File: config.mk
export PLATFORM = sky130hd
export DESIGN_NAME = fp_issue_seq
export DESIGN_NICKNAME = d
export VERILOG_FILES = /design/src/rtl/fp_issue_seq.sv
export SDC_FILE = /design/constraint.sdc
export NUM_CORES = 1
export LEC_CHECK = 0
export ABC_AREA = 1
export CAP_MARGIN = 30
export CORE_MARGIN = 2
export CORE_UTILIZATION = 35
export DETAILED_ROUTE_END_ITERATION = 8
export GPL_TIMING_DRIVEN = 0
export PLACE_DENSITY_LB_ADDON = 0.05
export SLEW_MARGIN = 10
export SYNTH_ARGS = -nofsm -noshare
export SYNTH_HDL_FRONTEND = slang
export SYNTH_SLANG_ARGS = --single-unit
File: constraint.sdc
create_clock -name cpu_clk -period 4.1 [get_ports cpu_clk]
set_input_delay 1.025 -clock cpu_clk [delete_from_list [all_inputs] [get_ports cpu_clk]]
set_output_delay 1.025 -clock cpu_clk [all_outputs]
set_load 0.01 [all_outputs]
File: src/rtl/fp_issue_seq.sv
// Single-outstanding FPU issue sequencer: holds control fields for each op's
// fixed latency, buffers one follow-on op, and pulses the write-back strobe.
module fp_issue_seq #(
    parameter int LAT_ADD  = 1,
    parameter int LAT_MUL  = 3,
    parameter int LAT_DIV  = 8,
    parameter int LAT_SQRT = 12,
    parameter int LAT_CVT  = 2,
    parameter int CNT_W    = 4
) (
    input  logic        cpu_clk,
    input  logic        rst_n,
    input  logic        issue_valid,
    output logic        issue_ready,
    input  logic [2:0]  op,
    input  logic        use_imm,
    input  logic        dst_rd,
    input  logic [4:0]  rs,
    input  logic [4:0]  rt,
    input  logic [4:0]  rd,
    input  logic [15:0] imm,
    input  logic        abort,
    output logic [2:0]  fp_alu_ctrl,
    output logic        fp_alu_src,
    output logic        fp_reg_dst,
    output logic [4:0]  fp_rs,
    output logic [4:0]  fp_rt,
    output logic [4:0]  fp_rd,
    output logic [15:0] fp_imm,
    output logic        reg_write,
    output logic        done,
    output logic        illegal_op,
    output logic        busy
);

    typedef enum logic [1:0] {
        S_IDLE = 2'd0,
        S_EXEC = 2'd1,
        S_WB   = 2'd2
    } state_t;

    typedef struct packed {
        logic [2:0]  op;
        logic        use_imm;
        logic        dst_rd;
        logic [4:0]  rs;
        logic [4:0]  rt;
        logic [4:0]  rd;
        logic [15:0] imm;
    } fop_t;

    localparam logic [2:0] OP_ILL = 3'b111;

    function automatic logic [CNT_W-1:0] lat_of(input logic [2:0] code);
        case (code)
            3'b000, 3'b001: lat_of = CNT_W'(LAT_ADD);
            3'b010:         lat_of = CNT_W'(LAT_MUL);
            3'b011:         lat_of = CNT_W'(LAT_DIV);
            3'b100:         lat_of = CNT_W'(LAT_SQRT);
            3'b101, 3'b110: lat_of = CNT_W'(LAT_CVT);
            default:        lat_of = '0;
        endcase
    endfunction

    state_t           r_state, w_state_nxt;
    logic [CNT_W-1:0] r_cnt, w_cnt_nxt;
    fop_t             r_held, r_pend, w_in, w_load_op;
    logic             r_pend_vld, r_illegal;
    logic             w_accept, w_load, w_pend_set, w_pend_clr, w_illegal_nxt;

    assign w_in        = {op, use_imm, dst_rd, rs, rt, rd, imm};
    assign issue_ready = !r_pend_vld;
    assign w_accept    = issue_valid & issue_ready;

    always_comb begin
        w_state_nxt   = r_state;
        w_cnt_nxt     = r_cnt;
        w_load        = 1'b0;
        w_load_op     = w_in;
        w_pend_set    = 1'b0;
        w_pend_clr    = 1'b0;
        w_illegal_nxt = 1'b0;
        if (abort) begin
            // Flush wins over any same-cycle accept; held fields are left alone.
            w_state_nxt = S_IDLE;
            w_cnt_nxt   = '0;
            w_pend_clr  = 1'b1;
        end else begin
            case (r_state)
                S_EXEC: begin
                    w_cnt_nxt = r_cnt - CNT_W'(1);
                    if (r_cnt == CNT_W'(1)) begin
                        w_state_nxt = S_WB;
                    end
                    w_pend_set = w_accept;
                end
                S_IDLE, S_WB: begin
                    if (r_state == S_WB && r_pend_vld) begin
                        w_pend_clr = 1'b1;
                        if (r_pend.op == OP_ILL) begin
                            w_illegal_nxt = 1'b1;
                            w_state_nxt   = S_IDLE;
                        end else begin
                            w_load      = 1'b1;
                            w_load_op   = r_pend;
                            w_cnt_nxt   = lat_of(r_pend.op);
                            w_state_nxt = S_EXEC;
                        end
                    end else if (w_accept && op != OP_ILL) begin
                        // From WB this is the bypass path: no idle bubble.
                        w_load      = 1'b1;
                        w_cnt_nxt   = lat_of(op);
                        w_state_nxt = S_EXEC;
                    end else begin
                        w_illegal_nxt = w_accept;
                        w_state_nxt   = S_IDLE;
                    end
                end
                default: w_state_nxt = S_IDLE;
            endcase
        end
    end

    always_ff @(posedge cpu_clk or negedge rst_n) begin
        if (!rst_n) begin
            r_state    <= S_IDLE;
            r_cnt      <= '0;
            r_held     <= '0;
            r_pend     <= '0;
            r_pend_vld <= 1'b0;
            r_illegal  <= 1'b0;
        end else begin
            r_state   <= w_state_nxt;
            r_cnt     <= w_cnt_nxt;
            r_illegal <= w_illegal_nxt;
            if (w_load) begin
                r_held <= w_load_op;
            end
            if (w_pend_set) begin
                r_pend <= w_in;
            end
            if (w_pend_clr) begin
                r_pend_vld <= 1'b0;
            end else if (w_pend_set) begin
                r_pend_vld <= 1'b1;
            end
        end
    end

    assign fp_alu_ctrl = r_held.op;
    assign fp_alu_src  = r_held.use_imm;
    assign fp_reg_dst  = r_held.dst_rd;
    assign fp_rs       = r_held.rs;
    assign fp_rt       = r_held.rt;
    assign fp_rd       = r_held.rd;
    assign fp_imm      = r_held.imm;
    // The strobe must never escape in a flush cycle, so it is gated combinationally.
    assign reg_write   = (r_state == S_WB) && !abort;
    assign done        = reg_write;
    assign illegal_op  = r_illegal;
    assign busy        = (r_state != S_IDLE) || r_pend_vld;

endmodule

==> results.yml, run 1 <==
run_status:
  status: "finished, final reports clean"
worst_setup_path:
  critical_path.most_common_cell: "clkdlybuf4s50_1"
  cp_slowest_cell: "clkdlybuf4s50_1"
  rrSetupSlack_ns: 2.35
  path_buf_inv: 4
  criticalPathCategory: "in -> out"
  rr_worst_depth: 10
  crit_fanout: 6
  cp_data_required_time_ns: 3.07
  rr_startpoint: "r_state[0]$_DFFE_PN0P_"
  crit_family: "buffers and inverters"
  rr_endpoint: "fp_reg_dst$_DFFE_PN0P_"
  arrival_ns: 2.62
  crit_chain: "clkdlybuf4s50_1 -> inv_1 -> nand2_4 -> nor2_1 -> buf_4 -> clkdlybuf4s50_1"
  cp-end-kind: "primary output"
  startpoint_type: "input port"
  worst_path_largest_cell_delay_ns: 0.52
floorplanning:
  dieArea_um2: 12120
  num_io_pins: 81
  die_x_um: 110.1
  start_util: 0.3618
  die_h_um: 110.1
  num_rows: 38
  core_um2: 10890
routing:
  drt_iter0_drc: 168
  drc_errors: 0
  antenna_left: 0
  wl_per_cell_um: 13.91
  postRouteWirelength_um: 10710
  dr.pass1.iters: 4
  num_vias: 3700
  post_drt_via_cell_ratio: 4.805
place:
  dp_slack_ns: 0.4520
  io_buffers: 80
  hpwl_um: 7440
  dpl_cell_area_um2: 4940
  place_congestion: 0.8434
  placed_cells: 755
cts:
  cts_hold_buf: 0
  cts_tree: "done"
  cts_setup_buffers: 0
  cts_buffer_depth: 2
  ctsResizeCount: 0
  cts_root_buf: "clkbuf_8"
  clk_pin_slew_ns: 0.08
  htree_levels: 3
  cts_buffers: 9
  insertion_delay_ns: 0.36
  clock_sinks: 80
cells_and_area:
  multi_input_area_um2: 1663
  num-fill-cells: 1134
  antennaDiodeCount: 0
  stdcell_count: 770
  synthToLayoutAreaGrowth_pct: 29.57
  final_area_um2: 5104
  layout-drive-gt1-share: 0.06667
  regArea_um2: 2002
  layout.nets: 668
yosys:
  async_flop_share: 1.000
  synthCells: 534
  synth.avg_cell_area_um2: 7.376
  synth_top_cells_by_count: "nand2_1 (272), dfrtp_1 (80), nand3_1 (74)"
  synth_top_cell_by_area: "dfrtp_1"
  synth_cell_type_count: 20
  syn-cell-area_um2: 3939
  synth.most_common_cell: "nand2_1"
  ys_ff_latch: 80
  synthesis.nets: 576
  yosys-top-cells-area: "dfrtp_1 (51%), nand2_1 (26%), nand3_1 (9.4%)"
  ys.flop_type: "dfrtp_1"
  yosysTopAreaCellShare: 0.5083
  yosysWarnings: 0
  synth-seq-area-share: 0.5083
  synth_edf_count: 0
timing:
  rsz0062_at_grt: "no"
  setup_viol: 0
  maxSlewViolCount: 0
  timing_worst_slew_pin_value_ns: 0.5374
  clock_skew_ns: 0.007083
  fin_crit_sh: 0.8889
  finalWorstSetupSlack_ns: 0.4557
  hold_violations: 0
  fin_crit_ns: 3.644
  slew_headroom: 0.6417
  fmax_mhz: 274.4
grt:
  grt_antenna_before_repair: 0
  grt_max_degree: 45
  grt_overflow_total: 0
  grt_first_pass_wirelength_um: 17600
  track_usage: 0.1900
  first_global_vias: 3515
min_path:
  worstHoldStart: "r_pend[3]$_DFFE_PN0P_"
  min_path_cells: 2
  hp-class: "reg -> reg"
  min_to: "r_pend[3]$_DFFE_PN0P_"
job:
  max-cap-violations: 0
power:
  p_leak_nw: 2.681
  total_power_w: 0.002363
  ir_drop_mv: 0.2311
  cellPowerDensity_nw_per_um2: 463.0
[tightest hold or removal path, stage by stage (launching register included)]
cell and delay [ns]:
dfrtp_1 0.35, nand2_1 0.05, nand2_1 0.05
[cell families after synthesis]
| kind of cell | after synthesis | share of synthesized area |
|---|---|---|
| flip-flops | 80 | 0.5083 |
| AND/OR/NAND/NOR | 373 | 0.3860 |
| AO/OA/AOI/OAI | 22 | 0.02986 |
| buffers and inverters | 57 | 0.06957 |
| adder cells (fa/ha/maj) | 2 | 0.006352 |
[final cells by class]
type	instances	area share
Sequential cell	80	0.3923
Multi-Input combinational cell	397	0.3258
Timing Repair Buffer	81	0.1618
Tap cell	140	0.03432
Buffer	28	0.03236
Clock buffer	12	0.02844
Inverter	29	0.02133
Clock inverter	3	0.003677
[power breakdown]
part / internal, W / switching (W)
Combinational: 0.000333 / 0.000349
Clock: 0.000233 / 0.000286
Sequential: 0.00102 / 0.000138
Total: 0.00159 / 0.000773
[cells in the final DEF (no fill, tap or decap), drive strengths merged]
cell           netlist  routed
inv                 29      29
buf                 18      20
clkbuf              10      22
a22oi                1       1
nand3               75      75
a21oi               11      11
dfrtp               80      80
nor3                 1       1
clkinv               0       3
o21ai               10      10
ha                   2       2
clkdlybuf4s50        0      79
nor2                22      22
nand2              275     275
[flip-flops by register name (all words and copies together) (netlist names)]
register / flops
illegal_op: 1
fp_imm: 16
fp_alu_ctrl: 3
r_cnt: 4
fp_rd: 5
r_pend: 36
fp_alu_src: 1
fp_reg_dst: 1
r_state: 2
r_pend_vld: 1
fp_rt: 5
fp_rs: 5
[stage by stage]
stage	util	TNS, ns	hold WS, ns
after global routing	0.4687	0	0.4948
after floorplan	-	0	0.4427
after global placement	0.4514	-89.06	0.4541
after CTS	0.4687	0	0.4800
after detailed placement	0.4537	0	0.4599
final	0.4687	0	0.4766
[layer usage]
layer	part of all wire	vias to the layer above	GRT usage	wire length, µm
li1	-	1845	-	-
met1	0.46	1744	0.2556	4945
met2	0.47	101	0.3019	5008
met3	0.060	10	0.05291	641
met4	0.011	0	0.04882	116
met5	0	-	0	0
[worst max path at each step]
stage          start                    to  slack [ns]  cells after the start
3_5_place_dp   abort             reg_write        0.45                      6
5_1_grt        abort             reg_write        0.35                      6
2_1_floorplan  abort             reg_write        1.47                      4
3_3_place_gp   rst_n  fp_rd[1]$_DFFE_PN0P_       -1.12                      1
6_report       abort             reg_write        0.46                      6
4_1_cts        abort             reg_write        0.45                      6
(Power assumes the default switching activity.)
==> inputs of run 2 (changes only) <==
CORE_UTILIZATION = 45   (was 35)
RECOVER_POWER = 50   (was default)
==> run 2 against run 1 <==
Against the previous run: worst hold slack got worse by 0.00075 ns; the run now ends with capacitance limit, slew limit left; clock power rose by 27%; die area fell by 21%; sequential share of layout area rose by 0.11 points; count of clock-buffer cells in the layout fell by 1; global-route usage rose by 3.5 points; register-to-register slack improved by 0.05 ns; combinational power fell by 3%; wire length fell by 5.4%; via count rose by 0.46%; largest power group unchanged; maximum frequency fell by 3.8%; largest cell class unchanged; non-clock buffer count did not move.
==> results.yml, run 2 (synthesis results as in run 1) <==
worst_setup_path:
  crit_start: "abort"
  cp-end-kind: "primary output"
  rr_endpoint: "fp_rt[3]$_DFFE_PN0P_"
  crit_fanout: 6
  rr_worst_depth: 10
  startpoint_type: "input port"
  rrSetupSlack_ns: 2.40
  criticalPathCategory: "in -> out"
  arrival_ns: 2.76
  worst_path_largest_cell_delay_ns: 0.61
  cp_slowest_cell: "dlygate4sd3_1"
  cp_data_required_time_ns: 3.07
  path_buf_inv: 4
  crit_family: "buffers and inverters"
  crit_chain: "dlygate4sd3_1 -> inv_1 -> nand2_4 -> nor2_1 -> buf_4 -> clkdlybuf4s50_1"
  rr_startpoint: "r_state[0]$_DFFE_PN0P_"
cts:
  cts_buffers: 9
  cts_tree: "done"
  clock_sinks: 80
  clk_pin_slew_ns: 0.08
  cts_buffer_depth: 2
  htree_levels: 3
  cts_setup_buffers: 0
  cts_hold_buf: 0
  insertion_delay_ns: 0.36
  cts_root_buf: "clkbuf_8"
  ctsResizeCount: 0
timing:
  fin_crit_ns: 3.789
  worst_hold_slack_ns: 0.4758
  slew_headroom: -0.3943
  tns_ns: 0
  fin_crit_sh: 0.9241
  clock_skew_ns: 0.01180
  hold_violations: 0
  rsz0062_at_grt: "no"
  fmax_mhz: 263.9
  setup_viol: 0
  timing_worst_slew_pin_value_ns: 2.091
  maxSlewViolCount: 39
  finalWorstSetupSlack_ns: 0.3111
routing:
  wl_per_cell_um: 13.74
  postRouteWirelength_um: 10140
  num_vias: 3717
  antenna_left: 0
  drt_iter0_drc: 166
  dr.pass1.iters: 4
  post_drt_via_cell_ratio: 5.037
  drc_errors: 0
min_path:
  hp-class: "reg -> reg"
  min_to: "fp_rs[2]$_DFFE_PN0P_"
  worstHoldStart: "fp_rs[2]$_DFFE_PN0P_"
  min_path_cells: 2
place:
  dp_slack_ns: 0.4143
  hpwl_um: 7158
  io_buffers: 80
  placed_cells: 723
  place_congestion: 0.8584
cells_and_area:
  top_register: "r_pend"
  largest_reg_flops: 36
  synthToLayoutAreaGrowth_pct: 29.22
  layout-drive-gt1-share: 0.06508
  stdcell_count: 738
  layout_commonest_cell: "nand2_1"
  antennaDiodeCount: 0
  final_cell_mix: "nand2_1 (272), dfrtp_1 (80), nand3_1 (74), clkdlybuf4s50_1 (60), inv_1 (26)"
  num-fill-cells: 818
  utilization: 0.5923
  layout.nets: 668
power:
  sequentialPowerShare: 0.468
  p_leak_nw: 2.713
  p_comb_frac: 0.268
  cellPowerDensity_nw_per_um2: 487.9
  clkPwrFrac: 0.264
  ir_drop_mv: 0.2390
  p_sw_frac: 0.3169
  switchingPower_w: 0.0007869
  p_int_w: 0.001697
floorplanning:
  dieArea_um2: 9517
  num_io_pins: 81
  core_um2: 8593
  die_x_um: 97.56
  num_rows: 34
  start_util: 0.4584
  die_h_um: 97.56
job:
  max-cap-violations: 1
grt:
  grt_first_pass_wirelength_um: 17270
  grt_max_degree: 44
  first_global_vias: 3720
  grt_overflow_total: 0
  grt_antenna_before_repair: 0
  track_usage: 0.2254
run_status:
  status: "complete, but fails checks"
  violations: "capacitance limit, slew limit"
[run 2: cell count changes in the layout (fill, tap and decap cells not counted), moves of 2 or more]
cell | previous run | this run
bufinv_16 | 0 | 2
clkdlybuf4s50_1 | 79 | 60
dlygate4sd3_1 | 0 | 19
clkinv_2 | 2 | 0
[run 2: routing by layer]
metal | track usage | wire length (µm)
met4 | 0.08547 | 82
met1 | 0.3036 | 4648
met2 | 0.3666 | 4915
met3 | 0.03741 | 491
met5 | 0 | 0
[run 2: worst max-delay path by stage]
stage                     slack (ns)  cells past startpoint                     end
after floorplan                 1.47                      4               reg_write
after global placement         -0.97                      1    fp_rd[2]$_DFFE_PN0P_
after detailed placement        0.41                      6               reg_write
after CTS                       0.41                      6               reg_write
after global routing            0.21                      2  r_pend[10]$_DFFE_PN0P_
final                           0.31                      6               reg_write
[run 2: power by group through the flow]
stage	combinational (W)	sequential, W	clock, W
after floorplan	0.000315	0.00119	0
after global placement	0.000674	0.00117	0
after detailed placement	0.000691	0.00118	0
after CTS	0.000694	0.00116	0.000666
after global routing	0.000749	0.00120	0.000699
final	0.000665	0.00116	0.000657
[run 2: layout make-up]
type	count	area [µm²]	area share
clock buffers	11	141.4	0.02778
plain buffers	28	163.9	0.03220
repair buffers	81	799.5	0.1571
clock inverters	4	76.32	0.01500
multi-input cells	397	1663	0.3267
inverters	29	108.9	0.02139
flip-flops and latches	80	2002	0.3933
well taps	108	135.1	0.02655
[run 2: metrics by stage]
stage	total power (W)	cell area (µm²)
CTS	0.002524	5117
global route	0.002644	5090
floorplan	0.001509	3939
finish	0.002483	5090
detailed placement	0.001868	4900
global placement	0.001841	4875
[run 2: worst reg2reg max path, cell delays in order, from the launching register on]
cell and delay (ns):
dfrtp_1 0.47, inv_2 0.17, nand2_4 0.10, nor2_4 0.17, nand2_1 0.12, buf_6 0.17, buf_6 0.15, nand2_1 0.07
nand2_1 0.07, nand2_1 0.07, nand2_1 0.05
==> inputs of run 3 (changes only) <==
CORE_UTILIZATION = 47   (was 45)
GPL_ROUTABILITY_DRIVEN = 1   (was default)
==> run 3 against run 2 <==
Against the previous run: sequential share of layout area rose by 0.42 points; die area fell by 4.1%; the flow still finishes with violations (capacitance limit, slew limit); total power fell by 3.4%; sequential power hardly changed; via count is 0.38% lower; clock power shrank 12%; cell count shrank 0.41%; global-route usage rose by 0.63 points; flip-flop and latch count stayed put; critical path type unchanged; critical path depth unchanged.
==> results.yml, run 3 (synthesis results as in run 1) <==
worst_setup_path:
  crit_fanout: 6
  cp_slowest_cell: "dlygate4sd3_1"
  arrival_ns: 2.81
  crit_chain: "dlygate4sd3_1 -> inv_1 -> nand2_1 -> nor2_1 -> buf_4 -> clkdlybuf4s50_1"
  path_buf_inv: 4
  startpoint_type: "input port"
  cp-end-kind: "primary output"
  crit_family: "buffers and inverters"
  worst_path_largest_cell_delay_ns: 0.62
  cp_data_required_time_ns: 3.07
  criticalPathCategory: "in -> out"
timing:
  timing_worst_slew_pin_value_ns: 1.700
  hold_violations: 0
  fmax_mhz: 261.0
  tns_ns: 0
  rsz0062_at_grt: "no"
  fin_crit_ns: 3.831
  slew_headroom: -0.1333
  clock_skew_ns: 0.009266
  maxSlewViolCount: 33
  fin_crit_sh: 0.9344
  setup_viol: 0
floorplanning:
  num_rows: 33
  die_x_um: 95.55
  core_um2: 8175
  die_h_um: 95.55
  start_util: 0.4818
  num_io_pins: 81
  dieArea_um2: 9129
cts:
  cts_buffers: 9
  insertion_delay_ns: 0.36
  cts_setup_buffers: 0
  cts_hold_buf: 0
  cts_root_buf: "clkbuf_8"
  cts_buffer_depth: 2
  ctsResizeCount: 0
  clk_pin_slew_ns: 0.08
  clock_sinks: 80
  cts_tree: "done"
  htree_levels: 3
grt:
  grt_first_pass_wirelength_um: 16350
  grt_antenna_before_repair: 0
  first_global_vias: 3490
  track_usage: 0.2317
  grt_max_degree: 50
  grt_overflow_total: 0
place:
  hpwl_um: 6959
  place_congestion: 0.9225
  dpl_cell_area_um2: 4896
  io_buffers: 80
routing:
  dr.pass1.iters: 5
  drt_iter0_drc: 193
  drc_errors: 0
  postRouteWirelength_um: 9967
  antenna_left: 0
  num_vias: 3703
  post_drt_via_cell_ratio: 5.038
  wl_per_cell_um: 13.56
cells_and_area:
  final_area_um2: 5036
  largest_reg_flops: 36
  utilization: 0.6160
  antennaDiodeCount: 0
  layout-drive-gt1-share: 0.05873
  num-fill-cells: 788
  layout_commonest_cell: "nand2_1"
  synthToLayoutAreaGrowth_pct: 27.86
  layout.nets: 668
  final_cell_mix: "nand2_1 (274), dfrtp_1 (80), nand3_1 (74), clkdlybuf4s50_1 (66), inv_1 (27)"
  top_register: "r_pend"
power:
  p_leak_nw: 2.694
  ir_drop_mv: 0.2697
  total_power_w: 0.002400
  cellPowerDensity_nw_per_um2: 476.5
min_path:
  hp-class: "reg -> reg"
run_status:
  violations: "capacitance limit, slew limit"
  status: "complete, but fails checks"
job:
  max-cap-violations: 1
## run 3: cell types whose count changed in the layout (fill, tap and decap cells not counted), moves of 2 or more
cell | previous run | this run
clkdlybuf4s50_1 | 60 | 66
dlygate4sd3_1 | 19 | 13
clkinv_2 | 0 | 2
nand2_1 | 272 | 274
## run 3: worst paths after layout
path | cells after the start | slack (ns) | end | start
max | 6 | 0.27 | reg_write | abort
min | 2 | 0.48 | fp_imm[1]$_DFFE_PN0P_ | fp_imm[1]$_DFFE_PN0P_
max reg2reg | 10 | 2.08 | fp_reg_dst$_DFFE_PN0P_ | r_state[0]$_DFFE_PN0P_
min reg2reg | 2 | 0.48 | fp_imm[1]$_DFFE_PN0P_ | fp_imm[1]$_DFFE_PN0P_
max in group asynchronous | 2 | 1.03 | r_pend[14]$_DFFE_PN0P_ | rst_n
min in group asynchronous | 1 | 1.10 | fp_alu_ctrl[2]$_DFFE_PN0P_ | rst_n
## run 3: report_power, final
group / internal [W] / switching (W) / total (W) / leakage [nW]
sequential: 0.00102 / 0.000137 / 0.00116 / 0.999
clock: 0.000280 / 0.000296 / 0.000575 / 0.0965
combinational: 0.000319 / 0.000345 / 0.000664 / 1.60
total: 0.00162 / 0.000778 / 0.00240 / 2.69
## run 3: metrics by stage
step | setup slack, ns | cells | hold slack (ns)
3_3_place_gp | -0.9705 | 719 | 0.4536
2_1_floorplan | 1.467 | 534 | 0.4427
3_5_place_dp | 0.4357 | 720 | 0.4601
6_report | 0.2688 | 735 | 0.4764
5_1_grt | 0.2006 | 735 | 0.5004
4_1_cts | 0.4305 | 735 | 0.4804
## run 3: layout make-up
class | instances | area [µm²] | share of cell area
clock buffer | 10 | 127.6 | 0.02534
clock inverter | 5 | 57.56 | 0.01143
inverter | 29 | 108.9 | 0.02161
buffer | 28 | 163.9 | 0.03255
sequential | 80 | 2002 | 0.3975
multi-input combinational | 397 | 1645 | 0.3267
tap | 105 | 131.4 | 0.02609
timing repair buffer | 81 | 799.5 | 0.1588
## run 3: tightest hold or removal path, cell delays in order, from the launching register on
cell and delay [ns]:
dfrtp_1 0.34, nand2_1 0.05, nand2_1 0.05
## run 3: layer usage
| metal | track usage | wire (µm) | vias to the layer above |
|---|---|---|---|
| li1 | - | - | 1845 |
| met1 | 0.3055 | 4655 | 1740 |
| met2 | 0.3899 | 4653 | 107 |
| met3 | 0.03399 | 493 | 11 |
| met4 | 0.08095 | 165 | 0 |
| met5 | 0 | 0 | - |
